<file path="src/rtl/seg_display_regs.sv">
// ---------------------------------------------------------------------------
// seg_display_regs
//
// Memory-mapped register block sitting between the CPU I/O bus and the
// seven-segment display driver. The CPU stages a 24-bit value in SHADOW and
// commits it atomically to the driver through COMMIT. CTRL gates the display
// and selects a hardware blink whose half-period is BLINK_DIV clock cycles.
// Every output toward the driver is registered.
//
// Register map (io_addr):
//   0 SHADOW  R/W  staged display value (bits 23:0)
//   1 CTRL    R/W  bit0 disp_en, bit1 blink_en
//   2 COMMIT  W    any write copies shadow to num, clears pending
//   3 STATUS  R    {pending, phase}
//
// Ports:
//   clk       in   system clock, rising edge
//   rst       in   asynchronous active-low reset
//   io_wen    in   bus write strobe
//   io_ren    in   bus read strobe
//   io_addr   in   register offset
//   io_wdata  in   write data
//   io_rdata  out  combinational read data
//   num       out  committed display value to the driver
//   enable    out  display enable to the driver
// ---------------------------------------------------------------------------
module seg_display_regs #(
   parameter int unsigned BLINK_DIV = 25000000
) (
   input  logic        clk,
   input  logic        rst,
   input  logic        io_wen,
   input  logic        io_ren,
   input  logic [1:0]  io_addr,
   input  logic [31:0] io_wdata,
   output logic [31:0] io_rdata,
   output logic [23:0] num,
   output logic        enable
);

   localparam logic [1:0]  ADDR_SHADOW = 2'd0;
   localparam logic [1:0]  ADDR_CTRL   = 2'd1;
   localparam logic [1:0]  ADDR_COMMIT = 2'd2;
   localparam logic [1:0]  ADDR_STATUS = 2'd3;
   localparam logic [25:0] BCNT_LAST   = 26'(BLINK_DIV - 1);

   logic [23:0] shadow,   shadow_n;
   logic [23:0] num_n;
   logic        disp_en,  disp_en_n;
   logic        blink_en, blink_en_n;
   logic [25:0] bcnt,     bcnt_n;
   logic        phase,    phase_n;
   logic        pending,  pending_n;
   logic        enable_n;

   // Upper write-data bits carry no meaning in any register.
   logic wdata_unused;
   assign wdata_unused = ^io_wdata[31:24];

   // Next-state computation for all registers. Bus writes are decoded
   // first, then the blink engine runs off the already-updated blink_en so
   // that a CTRL write and the enable it produces land on the same edge.
   always_comb begin
      shadow_n   = shadow;
      num_n      = num;
      disp_en_n  = disp_en;
      blink_en_n = blink_en;
      pending_n  = pending;
      bcnt_n     = bcnt;
      phase_n    = phase;

      if (io_wen) begin
         case (io_addr)
            ADDR_SHADOW: begin
               shadow_n  = io_wdata[23:0];
               pending_n = 1'b1;
            end
            ADDR_CTRL: begin
               disp_en_n  = io_wdata[0];
               blink_en_n = io_wdata[1];
            end
            ADDR_COMMIT: begin
               num_n     = shadow;
               pending_n = 1'b0;
            end
            default: begin
            end
         endcase
      end

      // A 0->1 transition of blink_en restarts the engine in the "on" phase;
      // keeping blink_en high leaves the running count alone.
      if (!blink_en_n || !blink_en) begin
         bcnt_n  = '0;
         phase_n = 1'b1;
      end else if (bcnt == BCNT_LAST) begin
         bcnt_n  = '0;
         phase_n = ~phase;
      end else begin
         bcnt_n  = bcnt + 26'd1;
      end

      enable_n = disp_en_n & (~blink_en_n | phase_n);
   end

   // State and output registers; reset parks the engine in the "on" phase
   // with the display disabled.
   always_ff @(posedge clk or negedge rst) begin
      if (!rst) begin
         shadow   <= '0;
         num      <= '0;
         disp_en  <= 1'b0;
         blink_en <= 1'b0;
         pending  <= 1'b0;
         bcnt     <= '0;
         phase    <= 1'b1;
         enable   <= 1'b0;
      end else begin
         shadow   <= shadow_n;
         num      <= num_n;
         disp_en  <= disp_en_n;
         blink_en <= blink_en_n;
         pending  <= pending_n;
         bcnt     <= bcnt_n;
         phase    <= phase_n;
         enable   <= enable_n;
      end
   end

   // Zero-latency read mux. A write in the same cycle takes priority and
   // suppresses the read; reset also forces zero.
   always_comb begin
      io_rdata = '0;
      if (rst && io_ren && !io_wen) begin
         case (io_addr)
            ADDR_SHADOW: io_rdata = {8'h0, shadow};
            ADDR_CTRL:   io_rdata = {30'h0, blink_en, disp_en};
            ADDR_STATUS: io_rdata = {30'h0, pending, phase};
            default:     io_rdata = '0;
         endcase
      end
   end

endmodule

</file>
<file path="config.mk">
export PLATFORM = sky130hd
export DESIGN_NAME = seg_display_regs
export DESIGN_NICKNAME = d
export VERILOG_FILES = /design/src/rtl/seg_display_regs.sv
export SDC_FILE = /design/constraint.sdc
export NUM_CORES = 1
export LEC_CHECK = 0
export BUFFER_PORTS_ARGS = -buffer_cell sky130_fd_sc_hd__buf_2
export CAP_MARGIN = 0
export CORE_UTILIZATION = 57
export DETAILED_ROUTE_END_ITERATION = 12
export PLACE_DENSITY = 0.89
export SYNTH_ARGS = -nofsm -noshare
export SYNTH_HDL_FRONTEND = slang
export SYNTH_SLANG_ARGS = --single-unit
</file>
<file path="constraint.sdc">
create_clock -name clk -period 2.9 [get_ports clk]
set_input_delay 0.58 -clock clk [delete_from_list [all_inputs] [get_ports clk]]
set_output_delay 0.58 -clock clk [all_outputs]
set_load 0.005 [all_outputs]
</file>
==> results of run 1 <==
[sequential cells by signal, summed over array words and instances, names as in the netlist]
signal / count
pending: 1
blink_en: 1
phase: 1
bcnt: 26
disp_en: 1
shadow: 24
num: 24
enable: 1
[cells by family (layout without fill, tap and decap cells)]
logic type / Yosys count / count (layout) / synth area share, %
AND/OR/NAND/NOR: 100 / 100 / 16.3
adder cells (fa/ha/maj): 1 / 1 / 0.347
other: 1 / 8 / 0.104
multiplexers: 52 / 52 / 16.2
buffers and inverters: 27 / 105 / 3.82
XOR/XNOR: 9 / 9 / 2.19
AO/OA/AOI/OAI: 37 / 37 / 6.11
flip-flops: 79 / 79 / 54.9
[worst paths after layout]
path,slack [ns],end,start
setup reg to reg,0.72,bcnt[24]$_DFF_PN0_,bcnt[0]$_DFF_PN0_
max in group asynchronous,1.78,num[9]$_DFFE_PN0P_,rst
hold reg to reg,0.48,pending$_DFFE_PN0P_,pending$_DFFE_PN0P_
min in group asynchronous,0.48,bcnt[2]$_DFF_PN0_,rst
hold / removal,0.46,shadow[20]$_DFFE_PN0P_,io_wdata[20]
setup / recovery,0.57,io_rdata[9],io_wen
[layer usage]
layer  global-route usage, %  vias to the layer above  part of all wire, %
met4                    7.68                        0                  1.9
met3                    8.22                       15                  5.8
li1                        -                     1242                    -
met2                    37.3                       79                   50
met5                       0                        -                    0
met1                    30.3                     1295                   42
[cells in the mapped netlist, types with 2 or more instances]
| library cell | number | share of area (%) |
|---|---|---|
| dfrtp_1 | 78 | 54 |
| nor3_1 | 4 | 0.56 |
| a21oi_1 | 14 | 1.9 |
| buf_2 | 5 | 0.69 |
| or4_4 | 2 | 0.63 |
| nand2_1 | 8 | 0.83 |
| o21ai_0 | 8 | 1.1 |
| or3_1 | 4 | 0.69 |
| and3_1 | 2 | 0.35 |
| mux2_2 | 51 | 16 |
| clkbuf_1 | 9 | 0.94 |
| inv_1 | 5 | 0.52 |
| nor2_1 | 16 | 1.7 |
| o31ai_1 | 8 | 1.7 |
| nand3_1 | 12 | 1.7 |
| or4_1 | 8 | 1.7 |
| xnor2_1 | 6 | 1.5 |
| buf_4 | 8 | 1.7 |
| nand3b_1 | 3 | 0.63 |
| xor2_1 | 3 | 0.73 |
| and2_1 | 24 | 4.2 |
| or3_2 | 3 | 0.63 |
| a22oi_1 | 2 | 0.42 |
| nand4_1 | 7 | 1.2 |
| and4_1 | 2 | 0.49 |
[worst max-delay path: stages]
cell and delay [ns]:
buf_2 0.12, nand3b_1 0.21, nor3_2 0.30, buf_4 0.27, and2_1 0.16, buf_2 0.11
[area by class of cell]
type                            instances  area, um^2  area share [%]
Clock buffer                           10         138            3.24
Clock inverter                          5        58.8            1.38
Inverter                                5        18.8           0.441
Multi-Input combinational cell        207        1520            35.7
Sequential cell                        79        1980            46.5
Tap cell                               75        93.8            2.21
Timing Repair Buffer                   85         445            10.5
[stage by stage]
step / setup WS, ns / total power [mW]
global route: 0.412 / 2.78
global placement: 0.602 / 1.83
detailed placement: 0.571 / 1.86
floorplan: 0.897 / 1.64
CTS: 0.565 / 2.66
finish: 0.568 / 2.64
[where the power goes]
| group | internal (mW) | switching, mW |
|---|---|---|
| clock network | 0.416 | 0.388 |
| logic | 0.249 | 0.187 |
| registers | 1.29 | 0.111 |
==> metrics.csv, run 1 <==
stage,metric,value,unit
floorplanning,core area,5990,um^2
clocking,root buffer cell,clkbuf_8,
timing,Hold WS,0.457,ns
synth,synth unique cells,39,
floorplanning,Core Rows,28,
drt,Iteration-0 DRC Markers,150,
timing,FMAX,0.429,GHz
clocking,post-cts resize count,0,
cells_and_area,"commonest non-fill, non-tap cell in the layout",dfrtp_1,
clocking,CTS Sinks,79,
timing,period utilisation layout,80.4,%
clocking,"Reg clk slew, reported paths",0.08,ns
hold_path,type of the worst min-delay path,input pin to flip-flop,
timing,RSZ-0062 raised after global routing,no,
timing,clk_skew,0.00991,ns
clocking,TritonCTS buffer count,9,
cells_and_area,Antenna diodes,0,
floorplanning,Initial Util,60.1,%
critical_path,crit path DAT,1.75,ns
cells_and_area,Final Cell Area,4250,um^2
clocking,CTS tree,yes,
timing,Slew Limit Fails,0,
clocking,Post-CTS Setup Bufs,0,
synth,register area share after synthesis,54.9,%
global_routing,largest net degree at the start of global routing,80,
hold_path,Hold Path Cell Cnt,2,
critical_path,CP max FO,17,
placed_design,Final GP Congestion,0.772,
drt,DRC,0,
power_and_ir_drop,Pleak,1.94,nW
global_routing,first-pass GRT wire length,11800,um
drt,final wirelength,7100,um
critical_path,CP required,2.32,ns
floorplanning,Ports,95,
global_routing,GRT Overall Usage,23.6,%
global_routing,initial antenna violation count,0,
timing,worst slew pin tran,0.971,ns
clocking,Hold Buf Count CTS,0,
global_routing,grt ovf,0,
synth,"EDFF count, synth",0,
drt,via count,2631,
synth,Async SR Flop Fraction,100,%
placed_design,post-detail-place hpwl,4990,um
drt,DRT Pass-1 Iters,4,
synth,register bit total from synthesis,79,
global_routing,number of global-route vias before repair,2568,
synth,ys flop type,dfrtp_1,
power_and_ir_drop,peak supply drop,471,uV
flow_run,Max-Cap Viols,0,
cells_and_area,layout cells sized above 1,41.4,%
critical_path,critical path capture point type,primary output,
cells_and_area,Post-Layout Cell Count,466,
run_status,status,completed,
placed_design,# placed instances,451,
clocking,clock tree buffer depth,2,
cells_and_area,most frequent cells in the layout,"dfrtp_1 (78), buf_2 (77), mux2_2 (51)",
clocking,H-tree depth,3,
synth,Post-Syn Area per Cell,11.8,um^2
placed_design,IO Port Bufs,78,
placed_design,Post-DP Area,4060,um^2
floorplanning,DIE AREA,6640,um^2
timing,Fin Setup TNS,0,ns
timing,Final Critical Period,2.33,ns
cells_and_area,fillers,396,
cells_and_area,Layout Nets,426,
floorplanning,die height,81.5,um
timing,Slew HR,35.3,%
clocking,Skew-Pair Late Insertion Delay,0.35,ns
synth,Synth Warn #,0,
power_and_ir_drop,Pwr per Cell Area,621,nW/um^2
timing,final setup fails,0,
drt,vias per cell,5.65,
synth,Synth Instances,306,
synth,synthesized area,3600,um^2
cells_and_area,"Core Util, Final",71.0,%
critical_path,critical path class,input pin to primary output,
drt,Wirelength per Cell,15.2,um
critical_path,CP Launch Type,input pin,
drt,final antenna-violating net count,0,
cells_and_area,Area Growth Syn to Fin,18.1,%
floorplanning,chip width,81.5,um
critical_path,Register-to-Register Path Depth,5,
timing,Fin. Hold Viols,0,
No activity file was read; power rests on OpenSTA's default activity.
==> inputs of run 2 (changes only) <==
CORE_UTILIZATION = 52   (was 57)
PLACE_DENSITY = 0.83   (was 0.89)
clock period = 2.35 ns   (was 2.9 ns; I/O delays follow)
==> run 2 against run 1 <==
  * Sequential share of layout area fell by 0.19 points
  * Die area up 9.4%
  * Critical endpoint is now bcnt[24]$_DFF_PN0_
  * Via count is 0.30% lower
  * Worst hold slack worse by 0.12 ns
  * Global-route usage decreased by 2.7 points
  * First-iteration DRC count fell by 19%
  * Design area up 0.41%
  * Flip-flop and latch count did not move
  * Combinational power rose by 25%
==> metrics.csv, run 2 (same netlist as run 1, synthesis figures left out) <==
stage,metric,value,unit
run_status,status,completed,
timing,RSZ-0062 raised after global routing,no,
drt,final wirelength,7170,um
clocking,CTS Sinks,79,
power_and_ir_drop,Tot Pwr,3.30,mW
hold_path,Hold Path Cell Cnt,2,
critical_path,R2R Path Start,bcnt[0]$_DFF_PN0_,
critical_path,Register-to-Register Path Depth,5,
cells_and_area,Antenna diodes,0,
timing,Fin. Hold Viols,0,
placed_design,post-detail-place hpwl,4910,um
drt,vias per cell,5.58,
clocking,CTS tree,yes,
power_and_ir_drop,Gate power share,16.5,%
floorplanning,chip width,85.2,um
clocking,root buffer cell,clkbuf_8,
global_routing,initial antenna violation count,0,
power_and_ir_drop,Pleak,1.96,nW
timing,Final Critical Period,2.18,ns
drt,wire length on met2,3610,um
critical_path,CP required,2.63,ns
timing,Slew HR,35.4,%
drt,top layer in use,met4,
global_routing,grt ovf,0,
cells_and_area,Post-Layout Cell Count,470,
drt,via count,2623,
critical_path,CP Launch Type,flip-flop,
clocking,Post-CTS Setup Bufs,0,
power_and_ir_drop,Reg power frac,52.1,%
timing,Hold WS,0.338,ns
cells_and_area,"Most flops, register",bcnt,
clocking,clock tree buffer depth,2,
hold_path,type of the worst min-delay path,input pin to flip-flop,
critical_path,slack of the worst reg-to-reg path,0.17,ns
cells_and_area,Largest register FFs,26,
critical_path,Worst Path Buf+Inv,0,
cells_and_area,"Core Util, Final",65.4,%
critical_path,crit path DAT,2.47,ns
critical_path,"Critical Path, Cell by Cell","ha_1, nand3_1, or4_1, or4_4, a21oi_2",
critical_path,Worst path top cell family by delay,simple AND/OR/NAND/NOR gates,
cells_and_area,"commonest non-fill, non-tap cell in the layout",dfrtp_1,
cells_and_area,Final Cell Area,4270,um^2
timing,period utilisation layout,93.0,%
flow_run,Max-Cap Viols,0,
drt,met3 WL,266,um
clocking,TritonCTS buffer count,9,
power_and_ir_drop,Pwr per Cell Area,773,nW/um^2
cells_and_area,biggest regs,"bcnt: 26 flops, num: 24 flops, shadow: 24 flops",
critical_path,CP max FO,8,
power_and_ir_drop,internal power,2.41,mW
critical_path,critical path class,flip-flop to flip-flop,
critical_path,max incr delay on CP,0.67,ns
global_routing,number of global-route vias before repair,2568,
global_routing,first-pass GRT wire length,11700,um
critical_path,FF-to-FF End,bcnt[24]$_DFF_PN0_,
timing,Slew Limit Fails,0,
floorplanning,die height,85.2,um
global_routing,largest net degree at the start of global routing,80,
cells_and_area,most frequent cells in the layout,"dfrtp_1 (78), buf_2 (77), mux2_2 (51)",
floorplanning,DIE AREA,7260,um^2
drt,DRT Pass-1 Iters,4,
cells_and_area,layout cells sized above 1,41.7,%
placed_design,IO Port Bufs,78,
floorplanning,Ports,95,
floorplanning,Core Rows,29,
hold_path,hold worst-path end,shadow[12]$_DFFE_PN0P_,
clocking,H-tree depth,3,
hold_path,Hold Startpoint,io_wdata[12],
placed_design,Post-DP Area,4070,um^2
power_and_ir_drop,net switching power,0.896,mW
clocking,Skew-Pair Late Insertion Delay,0.36,ns
power_and_ir_drop,sw frac,27.1,%
critical_path,critical path capture point type,flip-flop,
floorplanning,core area,6530,um^2
cells_and_area,Layout Nets,427,
power_and_ir_drop,peak supply drop,535,uV
timing,final setup fails,0,
floorplanning,Initial Util,55.2,%
critical_path,critical path's slowest cell,or4_1,
drt,DRC,0,
timing,clk_skew,0.00888,ns
drt,Iteration-0 DRC Markers,122,
placed_design,Final GP Congestion,0.775,
timing,Fin Setup TNS,0,ns
drt,Wirelength per Cell,15.3,um
clocking,Hold Buf Count CTS,0,
timing,setup ws final,0.165,ns
global_routing,GRT Overall Usage,20.9,%
timing,FMAX,0.458,GHz
timing,worst slew pin tran,0.969,ns
placed_design,Setup WS pre-CTS,0.187,ns
cells_and_area,Area Growth Syn to Fin,18.5,%
clocking,"Reg clk slew, reported paths",0.09,ns
clocking,post-cts resize count,0,
drt,final antenna-violating net count,0,
drt,met1 WL,3190,um
placed_design,# placed instances,454,
cells_and_area,fillers,495,
power_and_ir_drop,Clock power frac,31.4,%
==> run 2: cell type report <==
class / instances / area, um^2 / share of cell area, %
flip-flops and latches: 79 / 1980 / 46.3
inverters: 5 / 18.8 / 0.439
repair buffers: 86 / 453 / 10.6
clock inverters: 7 / 80.1 / 1.88
well taps: 77 / 96.3 / 2.26
clock buffers: 9 / 124 / 2.90
multi-input cells: 207 / 1520 / 35.6
==> run 2: routing by layer <==
layer	global-route usage (%)	vias to the layer above
li1	-	1252
met1	24.7	1293
met2	36.4	66
met3	4.09	12
met4	10.3	0
met5	0	-
==> run 2: worst max path at each step <==
| stage | cells past startpoint | start | endpoint | slack [ns] |
|---|---|---|---|---|
| after floorplan | 6 | bcnt[0]$_DFF_PN0_ | bcnt[24]$_DFF_PN0_ | 0.35 |
| after global placement | 5 | bcnt[0]$_DFF_PN0_ | bcnt[24]$_DFF_PN0_ | 0.24 |
| after detailed placement | 5 | bcnt[0]$_DFF_PN0_ | bcnt[24]$_DFF_PN0_ | 0.19 |
| after CTS | 5 | bcnt[0]$_DFF_PN0_ | bcnt[24]$_DFF_PN0_ | 0.17 |
| after global routing | 5 | bcnt[0]$_DFF_PN0_ | bcnt[24]$_DFF_PN0_ | 0.03 |
| final | 5 | bcnt[0]$_DFF_PN0_ | bcnt[24]$_DFF_PN0_ | 0.17 |
==> run 2: power groups by stage <==
stage / Clock [mW] / Sequential (mW) / Combinational, mW
floorplan: 0 / 1.74 / 0.289
global placement: 0 / 1.73 / 0.535
detailed placement: 0 / 1.75 / 0.552
CTS: 1.05 / 1.72 / 0.553
global route: 1.11 / 1.75 / 0.599
finish: 1.04 / 1.72 / 0.545
